===== config.mk =====
export PLATFORM = sky130hd
export DESIGN_NAME = regional_clk_div
export DESIGN_NICKNAME = d
export VERILOG_FILES = /design/src/rtl/clk_div_pkg.sv /design/src/rtl/clk_div_lock_mon.sv /design/src/rtl/regional_clk_div.sv
export SDC_FILE = /design/constraint.sdc
export NUM_CORES = 1
export LEC_CHECK = 0
export ABC_CLOCK_PERIOD_IN_PS = 1500
export BUFFER_PORTS_ARGS = -buffer_cell sky130_fd_sc_hd__buf_2
export CAP_MARGIN = 20
export CORE_AREA = 2 2 39 41
export CTS_CLUSTER_SIZE = 30
export DETAILED_ROUTE_END_ITERATION = 12
export DIE_AREA = 0 0 41 43
export PLACE_DENSITY = 0.65
export SLEW_MARGIN = 5
export SYNTH_ARGS = -nofsm -noshare
export SYNTH_HDL_FRONTEND = slang
export SYNTH_HIERARCHICAL = 1
export SYNTH_SLANG_ARGS = --single-unit

===== constraint.sdc =====
create_clock -name clk -period 1.5 [get_ports clk]
set_input_delay 0.075 -clock clk [delete_from_list [all_inputs] [get_ports clk]]
set_output_delay 0.075 -clock clk [all_outputs]
set_load 0.05 [all_outputs]

===== src/rtl/clk_div_pkg.sv =====
// Shared types and helpers for the regional clock divider.
package clk_div_pkg;

  localparam int unsigned MAX_DIVIDE = 8;

  typedef logic [2:0] phase_t;
  typedef logic [3:0] lock_cnt_t;

  // Number of high phases per divided period: ceil(divide/2).
  function automatic phase_t half_high(input int unsigned divide);
    return phase_t'((divide + 1) / 2);
  endfunction

endpackage


===== src/rtl/clk_div_lock_mon.sv =====
// Counts uninterrupted divided periods and raises a sticky lock flag.
module clk_div_lock_mon
  import clk_div_pkg::*;
#(
  parameter int unsigned LOCK_PERIODS = 4
) (
  input  logic clk,
  input  logic rst,
  input  logic ce_int_i,
  input  logic wrap_i,
  output logic lock_o
);

  localparam lock_cnt_t LOCK_TARGET = lock_cnt_t'(LOCK_PERIODS);

  lock_cnt_t cnt_q, cnt_d;
  logic      lock_q, lock_d;

  always_comb begin
    cnt_d  = cnt_q;
    lock_d = lock_q;
    if (!lock_q) begin
      if (!ce_int_i) begin
        cnt_d = '0;
      end else if (wrap_i) begin
        cnt_d = cnt_q + 1'b1;
      end
      // Counter saturates at the target because lock_q freezes it next cycle.
      lock_d = (cnt_d == LOCK_TARGET);
    end
  end

  always_ff @(posedge clk or posedge rst) begin
    if (rst) begin
      cnt_q  <= '0;
      lock_q <= 1'b0;
    end else begin
      cnt_q  <= cnt_d;
      lock_q <= lock_d;
    end
  end

  assign lock_o = lock_q;

endmodule


===== src/rtl/regional_clk_div.sv =====
// Regional clock divider with clock enable, async clear, rise strobe,
// phase index and lock indication.
module regional_clk_div
  import clk_div_pkg::*;
#(
  parameter int unsigned DIVIDE       = 4,
  parameter int unsigned LOCK_PERIODS = 4,
  parameter int unsigned CE_LATENCY   = 1
) (
  input  logic       clk,
  input  logic       rst,
  input  logic       ce,
  output logic       clk_div_o,
  output logic       rise_stb_o,
  output logic [2:0] phase_o,
  output logic       lock_o
);

  if (DIVIDE < 1 || DIVIDE > MAX_DIVIDE) begin : g_bad_divide
    $fatal(1, "regional_clk_div: DIVIDE must be 1..8");
  end
  if (LOCK_PERIODS < 1 || LOCK_PERIODS > 15) begin : g_bad_lock
    $fatal(1, "regional_clk_div: LOCK_PERIODS must be 1..15");
  end
  if (CE_LATENCY > 1) begin : g_bad_ce_lat
    $fatal(1, "regional_clk_div: CE_LATENCY must be 0 or 1");
  end

  localparam phase_t LAST_PHASE = phase_t'(DIVIDE - 1);
  localparam phase_t HIGH_PHASES = half_high(DIVIDE);

  logic   ce_q;
  logic   ce_int;
  phase_t phase_q, phase_d;
  logic   clk_div_q, clk_div_d;
  logic   rise_stb_q, rise_stb_d;
  logic   started_q, started_d;
  logic   wrap;

  always_comb begin
    ce_int     = (CE_LATENCY == 0) ? ce : ce_q;
    wrap       = ce_int && (phase_q == LAST_PHASE);
    phase_d    = phase_q;
    clk_div_d  = clk_div_q;
    rise_stb_d = 1'b0;
    started_d  = started_q;
    if (ce_int) begin
      phase_d    = wrap ? '0 : phase_q + 1'b1;
      clk_div_d  = (phase_d < HIGH_PHASES);
      // The very first enabled count is a 0->1 edge of clk_div_o as well.
      rise_stb_d = wrap || !started_q;
      started_d  = 1'b1;
    end
  end

  always_ff @(posedge clk or posedge rst) begin
    if (rst) begin
      ce_q       <= 1'b0;
      phase_q    <= '0;
      clk_div_q  <= 1'b0;
      rise_stb_q <= 1'b0;
      started_q  <= 1'b0;
    end else begin
      ce_q       <= ce;
      phase_q    <= phase_d;
      clk_div_q  <= clk_div_d;
      rise_stb_q <= rise_stb_d;
      started_q  <= started_d;
    end
  end

  clk_div_lock_mon #(
    .LOCK_PERIODS(LOCK_PERIODS)
  ) u_lock_mon (
    .clk     (clk),
    .rst     (rst),
    .ce_int_i(ce_int),
    .wrap_i  (wrap),
    .lock_o  (lock_o)
  );

  assign clk_div_o  = clk_div_q;
  assign rise_stb_o = rise_stb_q;
  assign phase_o    = phase_q;

endmodule


# After elaboration in Yosys (flattened, before gate mapping)
# Index checks and enable logic that the tools add are counted.
# W data, S select, Z words.
[classes]
addsub = 2
mul = 0
div_mod_pow = 0
magnitude_cmp = 1
eq_ne = 2
shifts = 0
muxes = 6
n_bitwise = 0
n_reduce_logical = 3
[ops]
columns = ["cell", "n"]
rows = [
  ["$mux W4", 3],
  ["$add A4 B1 Y4 const B", 1],
  ["$eq A4 B3 Y1 const B", 1],
  ["$add A3 B1 Y3 const B", 1],
  ["$eq A3 B2 Y1 const B", 1],
  ["$lt A3 B2 Y1 const B", 1],
  ["$mux W3", 1],
  ["$mux W1", 2],
  ["$logic_and A1 B1 Y1", 1],
  ["$logic_not A1 Y1", 1],
  ["$logic_or A1 B1 Y1", 1],
]
[word_totals]
ff_bits = 12
latchBits = 0
mem_bits_rw = 0
mem_bits_ro = 0
in_bits = 3
output_inout_bits = 6
elab_cells = 21
memories = 0

# Longest topological paths before layout
[logic_depth]
word_depth = 7
mapped_depth = 6
ltp_nobuf = 6

# Hierarchy
# Netlist, hierarchy kept.
[by_module_without_submodules]
columns = ["module", "n_inst", "cells_each", "area_per_inst_um2", "seq_area_each_um2"]
rows = [
  ["regional_clk_div", 1, 27, 297.8, 175.2],
  ["clk_div_lock_mon", 1, 30, 272.8, 125.1],
]

# Least setup slack after synthesis
# No wires, ideal clock.
[synth_timing]
kind = "flip-flop to flip-flop"
from = "reg phase_q[0], in the netlist phase_o[0]"
to = "reg u_lock_mon.lock_q, in the netlist u_lock_mon/lock_o"
setup_time_ns = 0.120
arrival_time_ns = 1.734
required_ns = 1.380
slack_ns = -0.355
path_stages_with_launch = 7
path_buffers = 0
period_less_slack_ns = 1.855
cell_sequence = "dfrtp_1 ha_1 nand2_1 nor2_1 nand4_1 xnor2_1 a41o_1"
[synth_via]
elab_chain_len = 7
[synth_lines]
columns = ["element", "line_no", "rtl"]
rows = [
  ["start: declaration", "regional_clk_div.sv:34", "phase_t phase_q, phase_d;"],
  ["start signal: assignment", "regional_clk_div.sv:65", "phase_q <= phase_d;"],
  ["$eq A3 B2 Y1", "regional_clk_div.sv:42", "wrap = ce_int && (phase_q == LAST_PHASE);"],
  ["$logic_and A1 B1 Y1", "regional_clk_div.sv:42", ""],
  ["named net wrap", "regional_clk_div.sv:38", "logic wrap;"],
  ["$mux W4", "clk_div_lock_mon.sv:25", "end else if (wrap_i) begin"],
  ["$mux W4", "clk_div_lock_mon.sv:23", "if (!ce_int_i) begin"],
  ["$mux W4", "clk_div_lock_mon.sv:22", "if (!lock_q) begin"],
  ["$eq A4 B3 Y1", "clk_div_lock_mon.sv:29", "lock_d = (cnt_d == LOCK_TARGET);"],
  ["$mux W1", "clk_div_lock_mon.sv:22", ""],
  ["named net u_lock_mon.lock_d", "clk_div_lock_mon.sv:17", "logic lock_q, lock_d;"],
  ["end signal: assignment", "clk_div_lock_mon.sv:39", "lock_q <= lock_d;"],
  ["end: declaration", "clk_div_lock_mon.sv:17", ""],
]
# The timed path passes the listed nets, and every way through them passes these cells. The select of a mux whose other input is x is not followed.
# A chain may end at the register's enable or synchronous reset.

# Worst setup path in the final report
[layout_timing]
from = "reg phase_q[1], in the netlist phase_o[1]"
to = "reg u_lock_mon.lock_q, in the netlist u_lock_mon/lock_o"
# The elaborated chain is that of the path after synthesis.

==> run_results.csv <==
group,metric,value,unit
timing,fmax,730,MHz
timing,maxSlewViolCount,0,
floorplanning,pin_count,9,
logic_synthesis,synth_top_family_by_area,"simple AND/OR/NAND/NOR gates",
power_and_ir_drop,leakage,0.362,nW
setup_path,worst_ep_required_time,1.67,ns
detailed_routing,totalWireLength,968,um
logic_synthesis,synth-adder-area-share,0.0439,
setup_path,reg2reg_depth,6,
status,status,"complete, no violations",
logic_synthesis,synth_compound_area_frac,0.149,
clock_tree,cts_num_sinks,12,
cells_and_area,layout-drive-gt1-share,0.296,
logic_synthesis,netlist_area,571,um^2
setup_path,reg2reg_from,"phase_o[1]",
setup_path,cp_data_arrival_time,1.54,ns
detailed_routing,vias,426,
power_and_ir_drop,p_switching,409,uW
clock_tree,cts_htree_levels,1,
setup_path,setup.worst_path.end,"u_lock_mon/lock_o",
setup_path,cp-end-kind,"flip-flop",
placed_design,place.gp.congestion,0.663,
global_routing,grt_pass1_vias,432,
cells_and_area,final_common_cell,"dfrtp_1",
timing,layout_worst_path_cycle_share,0.913,
logic_synthesis,synthSimpleGateAreaFrac,0.197,
placed_design,pre_cts_ws,0.125,ns
floorplanning,core_area,1380,um^2
logic_synthesis,synth_fp_nets,62,
logic_synthesis,ys_seq_elements,12,
clock_tree,post_cts_buffers,0,
placed_design,dp_hpwl,747,um
clock_tree,clock_path_buffers,2,
clock_tree,cts_resized,0,
power_and_ir_drop,switching_share,0.380,
clock_tree,clockRootBuffer,"clkbuf_4",
detailed_routing,vias_per_cell,4.90,
power_and_ir_drop,total_power,1.08,mW
timing,slew_headroom,0.831,
cells_and_area,multi_input_area,268,um^2
logic_synthesis,muxShareOfSynthArea,0,
timing,fin_setup_tns,0,ns
timing,setup_violations,0,
detailed_routing,ant_nets,0,
power_and_ir_drop,power.share.clock,0.238,
setup_path,crit_type,"reg2reg",
clock_tree,clk_pin_slew,0.08,ns
logic_synthesis,synth_seq_area_share,0.526,
logic_synthesis,synth_cell_types,26,
power_and_ir_drop,internal-power,668,uW
global_routing,grt_usage,0.150,
power_and_ir_drop,combPwrFrac,0.373,
timing,finalHoldViolCount,0,
timing,setup_ws,0.130,ns
cells_and_area,regArea,303,um^2
timing,finClkSkew,0.00211,ns
clock_tree,insertion_delay,0.27,ns
power_and_ir_drop,pwr-share-seq,0.388,
logic_synthesis,synth_xor_area_frac,0.0307,
worst_hold_path,min_path_type,"in2async",
cells_and_area,syn2layout_area_growth,25.7,%
setup_path,rr_endpoint,"u_lock_mon/lock_o",
cells_and_area,insertedDiodeCount,0,
power_and_ir_drop,power_density,1500,nW/um^2
setup_path,startpoint,"phase_o[1]",
cells_and_area,layout_common_cells,"dfrtp_1 (10), buf_2 (8), nand2_1 (7), inv_1 (6)",
floorplanning,die-area,1760,um^2
cells_and_area,nets,77,
floorplanning,dieWidth,41,um
detailed_routing,wire_per_inst,11.1,um
global_routing,grt_pass1_wl,1.74,mm
logic_synthesis,ys_warn_count,6,
clock_tree,cts_tree,"done",
clock_tree,cts_inserted_buffers,3,
setup_path,worstSetupStartpointType,"flip-flop",
placed_design,io_buffers,8,
timing,fin_crit,1.37,ns
floorplanning,start_util,0.412,
detailed_routing,drt_iter0_drc,9,
setup_path,r2r_setup_slack,0.13,ns
logic_synthesis,netlist_instances,57,
timing,tightest_slew,0.254,ns
detailed_routing,drc,0,
global_routing,grt_overflow,0,
logic_synthesis,avgSynthCellArea,10.0,um^2
setup_path,path_max_fanout,7,
floorplanning,die_y,43,um
global_routing,antenna_found_initial,0,
job,drv_cap,0,
cells_and_area,fillers,133,
global_routing,grt_max_degree,14,
detailed_routing,dr.pass1.iters,3,
clock_tree,ctsHoldBuffers,2,
power_and_ir_drop,peakVddDrop,0.931,mV
timing,rsz0062_at_grt,"false",
floorplanning,rows,14,
metrics by stage:
step	hold slack (ns)	utilization	std cells	cell area, um^2
2_1_floorplan	-0.146	-	57	601
3_3_place_gp	-0.00821	0.477	81	661
3_5_place_dp	0.00351	0.477	81	661
4_1_cts	0.252	0.518	87	717
5_1_grt	0.270	0.518	87	717
6_report	0.248	0.518	87	717
worst max-delay path, cell delays in order, from the launching register on:
cell and delay, ns:
dfrtp_2 0.40, ha_4 0.16, nand2_4 0.05, nor2_4 0.15, nand4_1 0.16, xnor2_1 0.17, a41o_1 0.17
sequential cells by signal, indices dropped and copies added, names as in the netlist:
register           flops
ce_int                 1
rise_stb_o             1
phase_o                3
u_lock_mon/cnt_q       4
u_lock_mon/lock_o      1
started_q              1
clk_div_o              1
cells in the mapped netlist:
master	count	share of area
a41o_1	1	0.018
buf_4	1	0.013
nor2_1	1	0.0066
ha_1	2	0.044
a31o_1	1	0.015
o21ai_0	3	0.026
nand3_1	1	0.0088
o21bai_1	1	0.013
nor2b_2	1	0.015
o21ai_1	2	0.018
xnor2_1	2	0.031
a21oi_1	1	0.0088
and2b_1	1	0.013
nand4_1	1	0.011
nor2b_1	2	0.022
inv_1	6	0.039
o21a_1	1	0.013
nand2b_1	2	0.022
or2_1	1	0.011
or3_1	1	0.011
and2_2	1	0.013
a31o_2	1	0.015
dfrtp_1	12	0.53
and2_1	1	0.011
nand2_1	8	0.053
o22ai_1	2	0.022
cell type report:
cell class                 count  area share
multi-input combinational     38       0.373
clock buffer                   4      0.0506
sequential                    12       0.422
tap                           16      0.0279
inverter                       6      0.0314
timing repair buffer          11      0.0942
cell families (layout without fill, tap and decap cells):
logic type | count (synthesis) | after routing
xor+xnor | 2 | 2
buf+inv | 7 | 21
fa+ha+maj | 2 | 2
flops | 12 | 12
simple gates | 21 | 21
compound gates | 13 | 13
layer usage:
layer,global-route usage,vias to the layer above,share of wire
met3,0.0471,2,0.039
met4,0.100,0,0.0093
met1,0.181,198,0.48
met2,0.219,7,0.47
met5,0,-,0
li1,-,219,-
power groups by stage:
stage | Combinational, mW | Clock, mW | Sequential, mW
finish | 0.402 | 0.257 | 0.419
global placement | 0.400 | 0 | 0.424
floorplan | 0.175 | 0 | 0.567
global route | 0.438 | 0.286 | 0.426
CTS | 0.407 | 0.265 | 0.419
detailed placement | 0.403 | 0 | 0.425
worst min-delay path by stage:
stage	startpoint	to	slack (ns)
2_1_floorplan	rst	u_lock_mon/cnt_q[0]	-0.15
3_3_place_gp	rst	u_lock_mon/cnt_q[3]	-0.008
3_5_place_dp	rst	u_lock_mon/cnt_q[3]	0.004
4_1_cts	rst	u_lock_mon/cnt_q[3]	0.25
5_1_grt	rst	u_lock_mon/cnt_q[3]	0.27
6_report	rst	u_lock_mon/lock_o	0.25
(Power assumes the default switching activity.)
